[src/rtl/pipeline_sequencer.sv]
// Per-sample scheduler: input gain, pipeline tick/wait with timeout, linear crossfade, output gain.
// Optional build macro SEQ_OVERRUN_COUNT_EN enables the dropped-sample counter on overrun_count.
module pipeline_sequencer #(
   parameter int data_width     = 16,
   parameter int n_pipelines    = 2,
   parameter int gain_shift     = 5,
   parameter int fade_len_log2  = 8,
   parameter int timeout_cycles = 1023,
   localparam int sel_width     = (n_pipelines > 1) ? $clog2(n_pipelines) : 1
) (
   input  logic                                clk,
   input  logic                                reset,
   input  logic signed [data_width-1:0]        in_sample,
   input  logic                                sample_valid,
   output logic                                ready,
   output logic signed [data_width-1:0]        out_sample,
   output logic                                out_valid,
   output logic signed [data_width-1:0]        pipe_in_sample,
   output logic                                pipeline_tick,
   input  logic [n_pipelines-1:0]              pipe_ready,
   input  logic [n_pipelines*data_width-1:0]   pipe_out,
   input  logic signed [data_width-1:0]        gain_data,
   input  logic                                set_input_gain,
   input  logic                                set_output_gain,
   input  logic [sel_width-1:0]                swap_target,
   input  logic                                swap_req,
   output logic                                swapping,
   output logic [sel_width-1:0]                current_pipeline,
   output logic                                timeout_error,
   output logic [15:0]                         overrun_count
);

   localparam int prod_width = 2 * data_width;
   localparam int mix_width  = data_width + fade_len_log2 + 1;
   localparam int cnt_width  = (timeout_cycles > 1) ? $clog2(timeout_cycles + 1) : 1;

   localparam logic signed [data_width-1:0] unity_gain = data_width'(1 << gain_shift);
   localparam logic [fade_len_log2:0]       fade_full  = {1'b1, {fade_len_log2{1'b0}}};
   localparam logic [fade_len_log2:0]       fade_last  = fade_full - 1'b1;
   localparam logic [cnt_width-1:0]         timeout_last = cnt_width'(timeout_cycles - 1);

   localparam logic signed [prod_width-1:0] sat_max =
      {{(data_width + 1){1'b0}}, {(data_width - 1){1'b1}}};
   localparam logic signed [prod_width-1:0] sat_min =
      {{(data_width + 1){1'b1}}, {(data_width - 1){1'b0}}};

   typedef enum logic [2:0] {
      S_IDLE     = 3'd0,
      S_IN_GAIN  = 3'd1,
      S_SETTLE   = 3'd2,
      S_WAIT     = 3'd3,
      S_MIX      = 3'd4,
      S_OUT_GAIN = 3'd5
   } state_t;

   state_t                       state;
   logic signed [data_width-1:0] sample_reg;
   logic signed [data_width-1:0] gain_in;
   logic signed [data_width-1:0] gain_out;
   logic signed [data_width-1:0] mixed;
   logic [fade_len_log2:0]       fade_k;
   logic [sel_width-1:0]         swap_tgt;
   logic [cnt_width-1:0]         wait_cnt;

   logic signed [data_width-1:0] cur_word;
   logic signed [data_width-1:0] tgt_word;
   logic                         cur_rdy;
   logic                         tgt_rdy;
   logic                         all_rdy;
   logic                         swap_accept;

   logic signed [prod_width-1:0] in_prod;
   logic signed [prod_width-1:0] out_prod;
   logic signed [mix_width-1:0]  cur_ext;
   logic signed [mix_width-1:0]  tgt_ext;
   logic signed [mix_width-1:0]  cur_weight;
   logic signed [mix_width-1:0]  tgt_weight;
   logic signed [mix_width-1:0]  mix_sum;
   logic signed [data_width-1:0] mix_word;

   function automatic logic signed [data_width-1:0] saturate(
      input logic signed [prod_width-1:0] value
   );
      if (value > sat_max) begin
         return {1'b0, {(data_width - 1){1'b1}}};
      end else if (value < sat_min) begin
         return {1'b1, {(data_width - 1){1'b0}}};
      end else begin
         return value[data_width-1:0];
      end
   endfunction

   // Select the active and fade-target pipeline words and done flags.
   always_comb begin
      cur_word = '0;
      tgt_word = '0;
      cur_rdy  = 1'b0;
      tgt_rdy  = 1'b0;
      for (int i = 0; i < n_pipelines; i++) begin
         if (sel_width'(i) == current_pipeline) begin
            cur_word = pipe_out[i*data_width +: data_width];
            cur_rdy  = pipe_ready[i];
         end
         if (sel_width'(i) == swap_tgt) begin
            tgt_word = pipe_out[i*data_width +: data_width];
            tgt_rdy  = pipe_ready[i];
         end
      end
   end

   assign all_rdy = cur_rdy && (!swapping || tgt_rdy);

   assign swap_accept = swap_req && !swapping &&
                        (swap_target != current_pipeline) &&
                        (int'(swap_target) < n_pipelines);

   assign in_prod  = prod_width'(sample_reg) * prod_width'(gain_in);
   assign out_prod = prod_width'(mixed) * prod_width'(gain_out);

   // Weights are non-negative and sum to 2^L, so the blend cannot overflow data_width.
   assign cur_ext    = mix_width'(cur_word);
   assign tgt_ext    = mix_width'(tgt_word);
   assign cur_weight = $signed(mix_width'(fade_full - fade_k));
   assign tgt_weight = $signed(mix_width'(fade_k));
   assign mix_sum    = cur_ext * cur_weight + tgt_ext * tgt_weight;
   assign mix_word   = data_width'(mix_sum >>> fade_len_log2);

   always_ff @(posedge clk or posedge reset) begin
      if (reset) begin
         state            <= S_IDLE;
         ready            <= 1'b1;
         out_sample       <= '0;
         out_valid        <= 1'b0;
         pipe_in_sample   <= '0;
         pipeline_tick    <= 1'b0;
         swapping         <= 1'b0;
         current_pipeline <= '0;
         timeout_error    <= 1'b0;
         sample_reg       <= '0;
         gain_in          <= unity_gain;
         gain_out         <= unity_gain;
         mixed            <= '0;
         fade_k           <= '0;
         swap_tgt         <= '0;
         wait_cnt         <= '0;
      end else begin
         pipeline_tick <= 1'b0;
         out_valid     <= 1'b0;

         if (set_input_gain) begin
            gain_in <= gain_data;
         end
         if (set_output_gain) begin
            gain_out <= gain_data;
         end

         if (swap_accept) begin
            swapping <= 1'b1;
            swap_tgt <= swap_target;
         end

         case (state)
            S_IDLE: begin
               if (sample_valid) begin
                  sample_reg <= in_sample;
                  ready      <= 1'b0;
                  state      <= S_IN_GAIN;
               end
            end
            S_IN_GAIN: begin
               pipe_in_sample <= saturate(in_prod >>> gain_shift);
               pipeline_tick  <= 1'b1;
               state          <= S_SETTLE;
            end
            S_SETTLE: begin
               // The settle cycle counts toward the timeout budget.
               wait_cnt <= cnt_width'(1);
               state    <= S_WAIT;
            end
            S_WAIT: begin
               if (all_rdy) begin
                  state <= S_MIX;
               end else if (wait_cnt >= timeout_last) begin
                  timeout_error <= 1'b1;
                  state         <= S_MIX;
               end else begin
                  wait_cnt <= wait_cnt + cnt_width'(1);
               end
            end
            S_MIX: begin
               mixed <= swapping ? mix_word : cur_word;
               state <= S_OUT_GAIN;
            end
            S_OUT_GAIN: begin
               out_sample <= saturate(out_prod >>> gain_shift);
               out_valid  <= 1'b1;
               ready      <= 1'b1;
               if (swapping) begin
                  if (fade_k == fade_last) begin
                     current_pipeline <= swap_tgt;
                     swapping         <= 1'b0;
                     fade_k           <= '0;
                  end else begin
                     fade_k <= fade_k + 1'b1;
                  end
               end
               state <= S_IDLE;
            end
            default: begin
               state <= S_IDLE;
               ready <= 1'b1;
            end
         endcase
      end
   end

`ifdef SEQ_OVERRUN_COUNT_EN
   always_ff @(posedge clk or posedge reset) begin
      if (reset) begin
         overrun_count <= '0;
      end else if (sample_valid && !ready && (overrun_count != 16'hFFFF)) begin
         overrun_count <= overrun_count + 16'd1;
      end
   end
`else
   assign overrun_count = '0;
`endif

endmodule

[config.mk]
export PLATFORM = sky130hd
export DESIGN_NAME = pipeline_sequencer
export DESIGN_NICKNAME = d
export VERILOG_FILES = /design/src/rtl/pipeline_sequencer.sv
export SDC_FILE = /design/constraint.sdc
export NUM_CORES = 2
export LEC_CHECK = 0
export ABC_AREA = 1
export CORE_MARGIN = 4
export CORE_UTILIZATION = 26
export CTS_CLUSTER_DIAMETER = 120
export DETAILED_ROUTE_END_ITERATION = 6
export PLACE_DENSITY_LB_ADDON = 0.12
export SYNTH_ARGS = -nofsm -noshare
export SYNTH_HDL_FRONTEND = slang
export SYNTH_SLANG_ARGS = --single-unit
[constraint.sdc]
create_clock -name clk -period 8.31 [get_ports clk]
set_input_delay 1.662 -clock clk [delete_from_list [all_inputs] [get_ports clk]]
set_output_delay 1.662 -clock clk [all_outputs]
set_load 0.005 [all_outputs]
==> impl_metrics.ini <==
[run_status]
outcome = finished, final reports clean

[synthesis]
ys_types = 52
netlist.top_cell.by_area = fa_1
synthArstFlopShare_pct = 100
netlist_top_cells_area = fa_1 (42%), inv_1 (14%), nand2_1 (13%), ha_1 (8.1%), dfrtp_1 (8.0%)
synthFlopType = dfrtp_1
ys_seq_area_share_pct = 8.18
yosys_warnings = 0
syn_avg_cell_area_um2 = 7.64
syn_area_um2 = 38300
netlist_top_cells_count = inv_1 (1413), nand2_1 (1330), fa_1 (808)
synth_most_common_cell = inv_1
syn_inst = 5010
synth-edff-count = 0
synth_top_area_share_pct = 42.3
synth_seq_cells = 125

[sta]
fin_crit_ps = 7890
fin_hold_ws_ps = 472
setup_viol = 0
final_max_slew_viol_count = 0
final-hold-violation-count = 0
tns_ps = 0
fin_crit_sh_pct = 95.0
worstMarginPinSlew_ps = 1090
slew_headroom_pct = 27.4
max_freq_ghz = 0.127
rsz0062_at_grt = false
clock_skew_ps = 14.7

[floorplan]
dieArea_um2 = 153000
die_h_um = 392
floorplan.rows = 140
start_util_pct = 26.2
core_area_um2 = 146000
design.portCount = 127
die_w_um = 392

[clock_network]
cts_setup_buffers = 0
cts_buffers = 17
cts.repair.resized = 0
root_buffer = clkbuf_16
clockBufferDepth = 2
clock_latency_ps = 520
clk_pin_slew_ps = 70
cts_max_level = 4
cts_tree = built
clkSinkCount = 125
postCtsHoldBufs = 0

[global_route]
grt_usage_pct = 16.6
grt_pass1_vias = 32700
grt_overflow = 0
grt_pass1_wl_um = 195000
grt_max_degree = 80
antenna_found_initial = 2

[drt]
dr.pass1.iters = 5
drtAntennaViolNets = 0
viasPerCell = 4.25
drt_iter0_markers = 1567
routed_wl_um = 122000
drc = 0
wl_per_cell_um = 17.3
num_vias = 30100

[placed_design]
hpwl_um = 105000
io_buffers = 110
routabilityCongestion = 0.846
placed_cell_area_um2 = 42400

[critical_path]
path_class = in -> reg
worstSetupEndpointType = flop
worstReg2RegStart = fade_k[1]$_DFFE_PP0P_
cpMostUsedCell = nand2_1
critPathArrivalTime_ps = 8290
path_max_fanout = 4
cpMaxStageDelayCell = fa_1
critPathLaunch = pipe_out[8]
start_kind = primary input
worstPathRequired_ps = 8710
slowest_delay_ps = 540

[finish]
design_area_um2 = 43000
multi_input_area_um2 = 29100
ff_latch_area_um2 = 3130
fill_cells = 16000
drive_gt1_share_pct = 5.58
area_growth_pct = 12.4
nNetsFinal = 6274
final_core_util_pct = 29.5

[min_path]
holdCritPathClass = reg -> reg
min-delay-start = timeout_error$_DFFE_PP0P_

[job]
cap_violations = 0
[worst max-delay path: cells and delay by family]
family          cells  cell delay, ps
buf+inv             7            1110
simple gates       12            1300
compound gates      2             520
fa+ha+maj           8            3720
[kinds of logic (layout without fill, tap and decap cells)]
logic type | Yosys count | in the layout | synth area share (%)
multiplexers | 30 | 30 | 0.883
AND/OR/NAND/NOR | 1883 | 1883 | 19.6
XOR/XNOR | 62 | 62 | 1.42
flip-flops | 125 | 125 | 8.18
other | 1 | 17 | 0.00980
adder cells (fa/ha/maj) | 1055 | 1055 | 50.3
AO/OA/AOI/OAI | 243 | 243 | 3.55
buffers and inverters | 1611 | 1745 | 16.0
[through the flow]
step / std cells / setup WS, ps
2_1_floorplan: 5025 / 785
3_3_place_gp: 7044 / -57.5
3_5_place_dp: 7044 / -113
4_1_cts: 7076 / 448
5_1_grt: 7076 / 34.1
6_report: 7077 / 415
[layout by cell type (no fill, tap or decap), types with 5 or more instances in the layout]
| master | n |
|---|---|
| a21oi_1 | 92 |
| mux2_2 | 30 |
| fa_1 | 808 |
| nand3b_1 | 10 |
| nor4_1 | 5 |
| clkbuf_16 | 17 |
| nand3_1 | 92 |
| nor3_1 | 28 |
| o21ai_1 | 9 |
| a21o_1 | 5 |
| dfrtp_1 | 122 |
| nand2_2 | 12 |
| nand2_1 | 1330 |
| xnor2_1 | 38 |
| inv_6 | 7 |
| o211ai_1 | 11 |
| o21ai_0 | 87 |
| nor2_1 | 343 |
| o21bai_1 | 14 |
| clkdlybuf4s50_1 | 110 |
| nand4_1 | 24 |
| xor2_1 | 24 |
| clkinv_1 | 11 |
| ha_1 | 247 |
| and2_1 | 5 |
| inv_1 | 1412 |
| buf_4 | 173 |
| or2_2 | 19 |
| conb_1 | 16 |
| a31oi_1 | 7 |
[layout make-up]
| class | instances | share of cell area, % |
|---|---|---|
| sequential | 125 | 7.28 |
| multi-input combinational | 3289 | 67.6 |
| tap | 1917 | 5.58 |
| timing repair buffer | 286 | 5.72 |
| inverter | 1427 | 12.5 |
| clock inverter | 15 | 0.407 |
| antenna | 1 | 0.00582 |
| clock buffer | 17 | 0.989 |
[worst paths after layout]
kind | slack [ps] | to | cells after the start
min in group asynchronous | 1700 | timeout_error$_DFFE_PP0P_ | 2
worst min register to register | 470 | timeout_error$_DFFE_PP0P_ | 2
worst max-delay path | 420 | mixed[10]$_DFFE_PP0P_ | 29
max in group asynchronous | 5360 | sample_reg[3]$_DFFE_PP0P_ | 3
worst min-delay path | 470 | timeout_error$_DFFE_PP0P_ | 2
worst max register to register | 640 | mixed[10]$_DFFE_PP0P_ | 35
[per-layer routing]
metal | wire length, um | global-route usage (%) | vias up | share of wire [%]
met5 | 0 | 0 | - | 0
met4 | 1680 | 2.93 | 0 | 1.4
met3 | 3680 | 1.66 | 58 | 3.0
met2 | 56300 | 27.0 | 388 | 46
met1 | 60500 | 24.1 | 15100 | 50
li1 | - | - | 14500 | -
Power is not shown: default switching activity piles up to over one toggle a cycle in this logic, so the estimate is an artifact.
